--- src/rtl/beat_seq_pkg.sv ---
// Shared definitions for the beat sequencer: run-state encoding,
// default geometry and an index-width helper.
package beat_seq_pkg;

  localparam int DEF_NUM_TRACKS = 4;
  localparam int DEF_STEPS      = 16;
  localparam int DEF_DIV_WIDTH  = 26;

  // Encoding is visible on run_state, so the values are pinned.
  typedef enum logic [1:0] {
    STOPPED = 2'd0,
    RUNNING = 2'd1,
    PAUSED  = 2'd2
  } run_state_e;

  // Width of an index into n entries; never narrower than one bit.
  function automatic int idx_width(input int n);
    return (n > 1) ? $clog2(n) : 1;
  endfunction

endpackage

--- src/rtl/tempo_divider.sv ---
// Beat-period divider. Counts clock cycles while running and raises
// tick for the cycle in which the count has reached tempo_div. The
// compare is ">=" so that lowering tempo_div below the current count
// ticks at once instead of wrapping through the whole counter range.
module tempo_divider
  import beat_seq_pkg::*;
#(
  parameter int DIV_WIDTH = DEF_DIV_WIDTH
) (
  input  logic                 clock,
  input  logic                 reset,
  input  logic                 run,
  input  logic                 clear,
  input  logic [DIV_WIDTH-1:0] tempo_div,
  output logic                 tick
);

  logic [DIV_WIDTH-1:0] count;
  logic                 terminal;

  assign terminal = (count >= tempo_div);

  // A clear in the same cycle suppresses the tick: stop wins over a beat.
  assign tick = run & ~clear & terminal;

  // Count up while running, restart after each tick, hold while not running.
  always_ff @(posedge clock or posedge reset) begin
    if (reset) begin
      count <= '0;
    end else if (clear) begin
      count <= '0;
    end else if (run) begin
      if (terminal) begin
        count <= '0;
      end else begin
        count <= count + 1'b1;
      end
    end
  end

endmodule

--- src/rtl/beat_sequencer.sv ---
// Step sequencer: per-track step patterns loaded over a four-phase
// handshake, a play/pause/stop transport FSM, and registered per-track
// speaker enables following the current beat.
//
//   state   | meaning
//   --------+-----------------------------------------------------------
//   STOPPED | rewound to beat 0, divider held clear, speakers off
//   RUNNING | divider counting, beats advance on each tick, speakers on
//   PAUSED  | beat and divider count frozen, speakers off
module beat_sequencer
  import beat_seq_pkg::*;
#(
  parameter int NUM_TRACKS = DEF_NUM_TRACKS,
  parameter int STEPS      = DEF_STEPS,
  parameter int DIV_WIDTH  = DEF_DIV_WIDTH
) (
  input  logic                              clock,
  input  logic                              reset,
  input  logic [STEPS-1:0]                  pattern,
  input  logic [idx_width(NUM_TRACKS)-1:0]  track_sel,
  input  logic                              load_req,
  output logic                              load_ack,
  input  logic                              play_cmd,
  input  logic                              stop_cmd,
  input  logic [DIV_WIDTH-1:0]              tempo_div,
  output logic                              beat_tick,
  output logic [idx_width(STEPS)-1:0]       current_beat,
  output logic [NUM_TRACKS-1:0]             track_play,
  output logic [1:0]                        run_state,
  output logic [STEPS-1:0]                  pattern_view
);

  run_state_e      state;
  logic [STEPS-1:0] pattern_reg [NUM_TRACKS];

  logic div_run;
  logic div_clear;
  logic div_tick;
  logic load_fire;
  logic sel_valid;

  // track_sel may address past the last track when NUM_TRACKS is not a
  // power of two; such selects neither write nor read anything.
  assign sel_valid = (32'(track_sel) < NUM_TRACKS);

  assign div_run   = (state == RUNNING);
  assign div_clear = stop_cmd | (state == STOPPED);

  tempo_divider #(
    .DIV_WIDTH (DIV_WIDTH)
  ) u_tempo_divider (
    .clock     (clock),
    .reset     (reset),
    .run       (div_run),
    .clear     (div_clear),
    .tempo_div (tempo_div),
    .tick      (div_tick)
  );

  // A write happens only on the rising phase of the handshake; ack then
  // blocks further writes until the requester has dropped load_req.
  assign load_fire = load_req & ~load_ack;

  // Pattern storage and four-phase load handshake, live in every state.
  always_ff @(posedge clock or posedge reset) begin
    if (reset) begin
      load_ack <= 1'b0;
      for (int t = 0; t < NUM_TRACKS; t++) begin
        pattern_reg[t] <= '0;
      end
    end else begin
      if (load_fire) begin
        load_ack <= 1'b1;
        if (sel_valid) begin
          pattern_reg[track_sel] <= pattern;
        end
      end else if (!load_req) begin
        load_ack <= 1'b0;
      end
    end
  end

  // Red LED view of the selected track's stored pattern.
  always_comb begin
    pattern_view = '0;
    if (sel_valid) begin
      pattern_view = pattern_reg[track_sel];
    end
  end

  // Transport FSM with registered beat position, tick and speaker enables.
  always_ff @(posedge clock or posedge reset) begin
    if (reset) begin
      state        <= STOPPED;
      current_beat <= '0;
      beat_tick    <= 1'b0;
      track_play   <= '0;
    end else begin
      // div_tick is already masked by stop_cmd through the divider clear.
      beat_tick <= div_tick;

      for (int t = 0; t < NUM_TRACKS; t++) begin
        track_play[t] <= (state == RUNNING) & pattern_reg[t][current_beat];
      end

      if (stop_cmd) begin
        state        <= STOPPED;
        current_beat <= '0;
      end else begin
        if (div_tick) begin
          current_beat <= current_beat + 1'b1;
        end
        if (play_cmd) begin
          case (state)
            STOPPED: state <= RUNNING;
            RUNNING: state <= PAUSED;
            PAUSED:  state <= RUNNING;
            default: state <= STOPPED;
          endcase
        end
      end
    end
  end

  assign run_state = state;

endmodule

--- config.mk ---
export PLATFORM = sky130hd
export DESIGN_NAME = beat_sequencer
export DESIGN_NICKNAME = d
export VERILOG_FILES = /design/src/rtl/beat_seq_pkg.sv /design/src/rtl/tempo_divider.sv /design/src/rtl/beat_sequencer.sv
export SDC_FILE = /design/constraint.sdc
export NUM_CORES = 1
export LEC_CHECK = 0
export CAP_MARGIN = 10
export CORE_ASPECT_RATIO = 1.1
export CORE_MARGIN = 3
export CORE_UTILIZATION = 56
export CTS_CLUSTER_DIAMETER = 120
export DETAILED_ROUTE_END_ITERATION = 8
export PLACE_DENSITY_LB_ADDON = 0.25
export SLEW_MARGIN = 15
export SYNTH_ARGS = -nofsm -noshare
export SYNTH_HDL_FRONTEND = slang
export SYNTH_SLANG_ARGS = --single-unit
--- constraint.sdc ---
create_clock -name clock -period 4.7 [get_ports clock]
set_clock_uncertainty 0.05 [all_clocks]
set_input_delay 1.175 -clock clock [delete_from_list [all_inputs] [get_ports clock]]
set_output_delay 1.175 -clock clock [all_outputs]
set_load 0.01 [all_outputs]
Word level (Yosys, flattened, before mapping):

Index checks and enable logic that the tools add are counted.

* muxes and demuxes: 24
* bitwise logic cells: 11
* multipliers: 0
* magnitude comparators: 4
* equal/unequal tests: 3
* div/mod/pow operators: 0
* reductions and logical operators: 6
* add/subtract/negate cells: 2
* shift operators: 0

Operators by type and width (count)
* two-way mux 26 bit: 3
* bitwise mux 64 bit: 1
* two-way mux 16 bit: 3
* binary-select mux 16 bit (select 2 bit): 1
* demux 16 bit (select 2 bit): 1
* adder 26 x 1 -> 26 bit, second input constant: 1
* greater-or-equal comparator 26 bit: 1
* binary-select mux 1 bit (select 4 bit): 4
* two-way mux 4 bit: 2
* bitwise AND 1 bit: 7
* two-way mux 1 bit: 6
* nonzero test 2 bit: 3
* < comparator 4 x 5 -> 1 bit, second input constant: 1
* adder 4 x 1 -> 4 bit, second input constant: 1
* two-way mux 2 bit: 2
* one-hot mux 2 bit (2 select lines): 1
* greater-or-equal comparator 3 bit, second input constant: 1
* < comparator 3 x 1 -> 1 bit, second input constant: 1
* inverter 2 -> 3 bit: 1
* equality test 2 x 1 -> 1 bit, second input constant: 1
* equality test 2 bit, second input constant: 1
* logical NOT 2 bit: 1
* inequality test 2 x 1 -> 1 bit, second input constant: 1
* inverter 1 bit: 2
* 3 further kinds: 3

* ROM bits: 0
* register bits after elaboration: 102
* memories kept: 0
* RAM bits: 0
* latch bits: 0

Logic depth before layout (Yosys ltp):

Gate-level depths: netlist of run 1.

* word-level depth: 7
* gate-level depth with buffers: 11
* mapped depth without buffers: 9

Cells and area by module:

A second synthesis of run 1 with hierarchy kept.

* cells, all modules: 577
* area, all modules: 6431.2 sq um

Modules (own cells, without submodules)
* beat_sequencer: cells each 250, times used 1, area each 3824.9 sq um
* tempo_divider: cells each 327, times used 1, area each 2606.2 sq um

Worst setup path before layout of run 1:

No wires, ideal clock.

* path type: input port to output port
* from: in track_sel[0]
* to: out pattern_view[12]
* slack: 872 ps
* path buffers: 2
* arrival time: 2603 ps
* stages on the path: 3
* cells stage by stage: clkbuf_1 -> clkbuf_1 -> mux4_2

* word-level cells in the longest chain between the ends: 4

RTL lines
* start, declared: RTL line beat_sequencer.sv:20 `input logic [idx_width(NUM_TRACKS)-1:0] track_sel,`
* inverter 2 -> 3 bit (implied by the code): RTL line beat_sequencer.sv:87 `pattern_view = pattern_reg[track_sel];`
* binary-select mux 16 bit (select 2 bit): RTL line beat_sequencer.sv:87
* two-way mux 16 bit (implied by the code) (2 in series): RTL line beat_sequencer.sv:87
* end, declared: RTL line beat_sequencer.sv:30 `output logic [STEPS-1:0] pattern_view`

Every way passes these cells. The select of a mux whose other input is x is not followed.

Worst setup path after layout of run 1:

* from: in track_sel[0]
* to: out pattern_view[15]

The elaborated chain is that of the path after synthesis.

==> impl_metrics.tcl, run 1 <==
set metrics [dict create \
    antenna_cells 0 \
    clock_sinks 102 \
    avgRoutedWirePerCell_um 19.0 \
    grt_pass1_wl_um 20900 \
    rr_worst_depth 9 \
    setup_viol 0 \
    design_area_sq_mm 0.00681 \
    synth_top_family_by_area "multiplexers" \
    hold_path.class "flip-flop to flip-flop" \
    cp.required_ns 3.47 \
    cts_root_buf "clkbuf_8" \
    avgSynthCellArea_sq_um 12.1 \
    critPathTopFamily "buffers and inverters" \
    finalWeightedCongestion 0.873 \
    cts_made_buffers 9 \
    nFillCells 737 \
    grt_overflow_total 0 \
    num_vias 4110 \
    clockBufferDepth 2 \
    antenna_found_initial 0 \
    first_pass_iters 4 \
    placed_area_sq_mm 0.00662 \
    cp.depth 4 \
    clk_pin_slew_ns 0.09 \
    first_global_vias 4206 \
    cts_hold_buf 0 \
    synth_cell_types 41 \
    clkLatencyLatePin_ns 0.36 \
    synth-xor-area-share_pct 0.611 \
    rows 38 \
    area_delta_synth_final_pct 18.7 \
    synth.area.mux_share_pct 27.9 \
    seq_area_frac_synth_pct 44.5 \
    ys.flop_type "dfrtp_1" \
    hold_path_depth 1 \
    io_buffers 76 \
    drive_gt1_share_pct 23.2 \
    yosys_warnings 0 \
    grt_use_total_pct 23.3 \
    placed_cells 655 \
    final-seq-area_sq_mm 0.00255 \
    post-route-period-util_pct 90.1 \
    grt_max_degree 88 \
    fin_nets 623 \
    synthCells 473 \
    worstPathCellList "clkdlybuf4s50_1, buf_4, mux4_2, clkdlybuf4s50_1" \
    routed_wl_um 12700 \
    post_cts_buffers 0 \
    drc 0 \
    synth_compound_area_share_pct 6.68 \
    fmax_ghz 0.236 \
    coreArea_sq_mm 0.00994 \
    synthAdderAreaFrac_pct 6.11 \
    synth_edf_count 0 \
    hpwl_um 9180 \
    synthSimpleGateAreaFrac_pct 10.2 \
    async_reset_ff_share_pct 100 \
    rsz0062_at_grt "no" \
    cts_htree_levels 3 \
    path_buf_inv 3 \
    fp.dieW_um 102 \
    worst_setup_path_end_kind "output port" \
    hold_viol 0 \
    cp_max_fo 20 \
    finalCriticalPeriod_ns 4.24 \
    chipHeight_um 112 \
    powerDensity_mw_per_mm2 313 \
    max-vdd-ir-drop_mv 0.205 \
    drt_iter0_drc 187 \
    cap_violations 0 \
    power_w 0.00213 \
    path_common_cell "clkdlybuf4s50_1" \
    critical_path.max_stage_delay_ns 0.56 \
    start_kind "input port" \
    ys_ff_latch 102 \
    final-max-slew-violation-count 0 \
    netlist_area_sq_mm 0.00573 \
    maxSlewHeadroom_pct 25.3 \
    run_status "finished, final reports clean" \
    multi_input_area_sq_mm 0.00297 \
    cp_slowest_cell "mux4_2" \
    worst_pin_slew_ns 1.12 \
    route.antenna.remaining_nets 0 \
    worst-setup-path-type "input port to output port" \
    synth.net_count 550 \
    dieArea_sq_mm 0.0115 \
    power_leakage_nw 2.93 \
    ios 77 \
    fin_setup_tns_ns 0 \
    tritoncts "built" \
    start_util_pct 57.7 \
    ctsResizeCount 0 \
    via_per_inst 6.13 \
    critPathArrivalTime_ns 3.01 \
    fin_cells 671 \
    largest_reg_flops 64 \
]
[where the power goes]
part / switching [W] / leakage [nW] / internal, W
sequential: 0.000108 / 1.29 / 0.00101
clock: 0.000301 / 0.0848 / 0.000223
combinational: 0.000172 / 1.55 / 0.000321
[cells in the mapped netlist (3+ instances only)]
| master | number | area, sq um |
|---|---|---|
| nand2_1 | 29 | 109 |
| o21ai_0 | 15 | 75.1 |
| dfrtp_1 | 102 | 2550 |
| nor3_1 | 3 | 15.0 |
| a21oi_1 | 16 | 80.1 |
| clkbuf_1 | 13 | 48.8 |
| or3_1 | 6 | 37.5 |
| nand4_1 | 8 | 50.1 |
| xnor2_1 | 3 | 26.3 |
| inv_1 | 32 | 120 |
| nand3_1 | 16 | 80.1 |
| a41oi_1 | 4 | 35.0 |
| nand2b_1 | 4 | 25.0 |
| and4_1 | 3 | 26.3 |
| nor2_1 | 22 | 82.6 |
| and2_1 | 6 | 37.5 |
| mux2i_1 | 7 | 70.1 |
| buf_2 | 9 | 45.0 |
| ha_1 | 28 | 350 |
| nor2b_1 | 3 | 18.8 |
| mux2_2 | 64 | 721 |
| o21a_1 | 4 | 30.0 |
| nor4_1 | 3 | 18.8 |
| mux4_2 | 36 | 811 |
| a21o_1 | 5 | 37.5 |
| a31oi_1 | 8 | 50.1 |
| and3_1 | 7 | 43.8 |
[layer usage]
layer | global-route usage, % | routed length (um)
met1 | 30.2 | 5080
met2 | 40.0 | 6770
met3 | 4.29 | 679
met4 | 6.65 | 187
met5 | 0 | 0
[worst paths after layout]
| check | from | endpoint | slack, ns |
|---|---|---|---|
| max | track_sel[0] | pattern_view[15] | 0.46 |
| min | u_tempo_divider.count[25] | u_tempo_divider.count[25] | 0.47 |
| max reg2reg | u_tempo_divider.count[11] | u_tempo_divider.count[19] | 1.61 |
| min reg2reg | u_tempo_divider.count[25] | u_tempo_divider.count[25] | 0.47 |
| max in group asynchronous | reset | pattern_reg[29] | 2.39 |
| min in group asynchronous | reset | pattern_reg[48] | 1.36 |
[final cells by class]
type,count,share of cell area (%)
clock buffer,12,2.28
multi-input combinational,316,43.6
clock inverter,4,0.460
sequential,102,37.5
timing repair buffer,85,12.2
inverter,32,1.80
tap,120,2.21
[cells by family (layout without fill, tap and decap cells)]
| group | after synthesis | count (layout) |
|---|---|---|
| simple gates | 115 | 115 |
| flops | 102 | 102 |
| fa+ha+maj | 28 | 28 |
| mux | 107 | 107 |
| compound gates | 62 | 62 |
| buf+inv | 55 | 133 |
| xor+xnor | 4 | 4 |
[through the flow]
stage / setup slack (ns) / hold WS [ns] / util [%]
after detailed placement: 0.446 / 0.449 / 66.6
after global placement: 0.450 / 0.444 / 66.6
final: 0.465 / 0.468 / 68.5
after floorplan: 0.800 / 0.404 / -
after CTS: 0.445 / 0.463 / 68.5
after global routing: 0.406 / 0.483 / 68.5
[cell usage in the layout (no fill, tap or decap), types with 3 or more instances in the layout]
cell type	count
and3_1	7
o21ai_0	15
and4_1	3
a31oi_1	8
mux2i_1	7
nor2_1	22
buf_4	9
mux4_2	36
nand4_1	8
a21o_1	5
nor3_1	3
nor2b_1	3
dfrtp_1	102
inv_1	31
nand2_1	29
clkinvlp_4	3
o21a_1	4
a41oi_1	4
nand3_1	16
clkdlybuf4s50_1	76
xnor2_1	3
a21oi_1	16
nand2b_1	4
ha_1	28
and2_1	6
mux2_2	64
or3_1	6
clkbuf_8	11
Power figures use the tool's default switching activity.
==> inputs of run 2 (changes only) <==
GPL_ROUTABILITY_DRIVEN = 0   (was default)
==> results of run 2 <==
The final DEF is identical to that of run 1; final timing and power are the same.
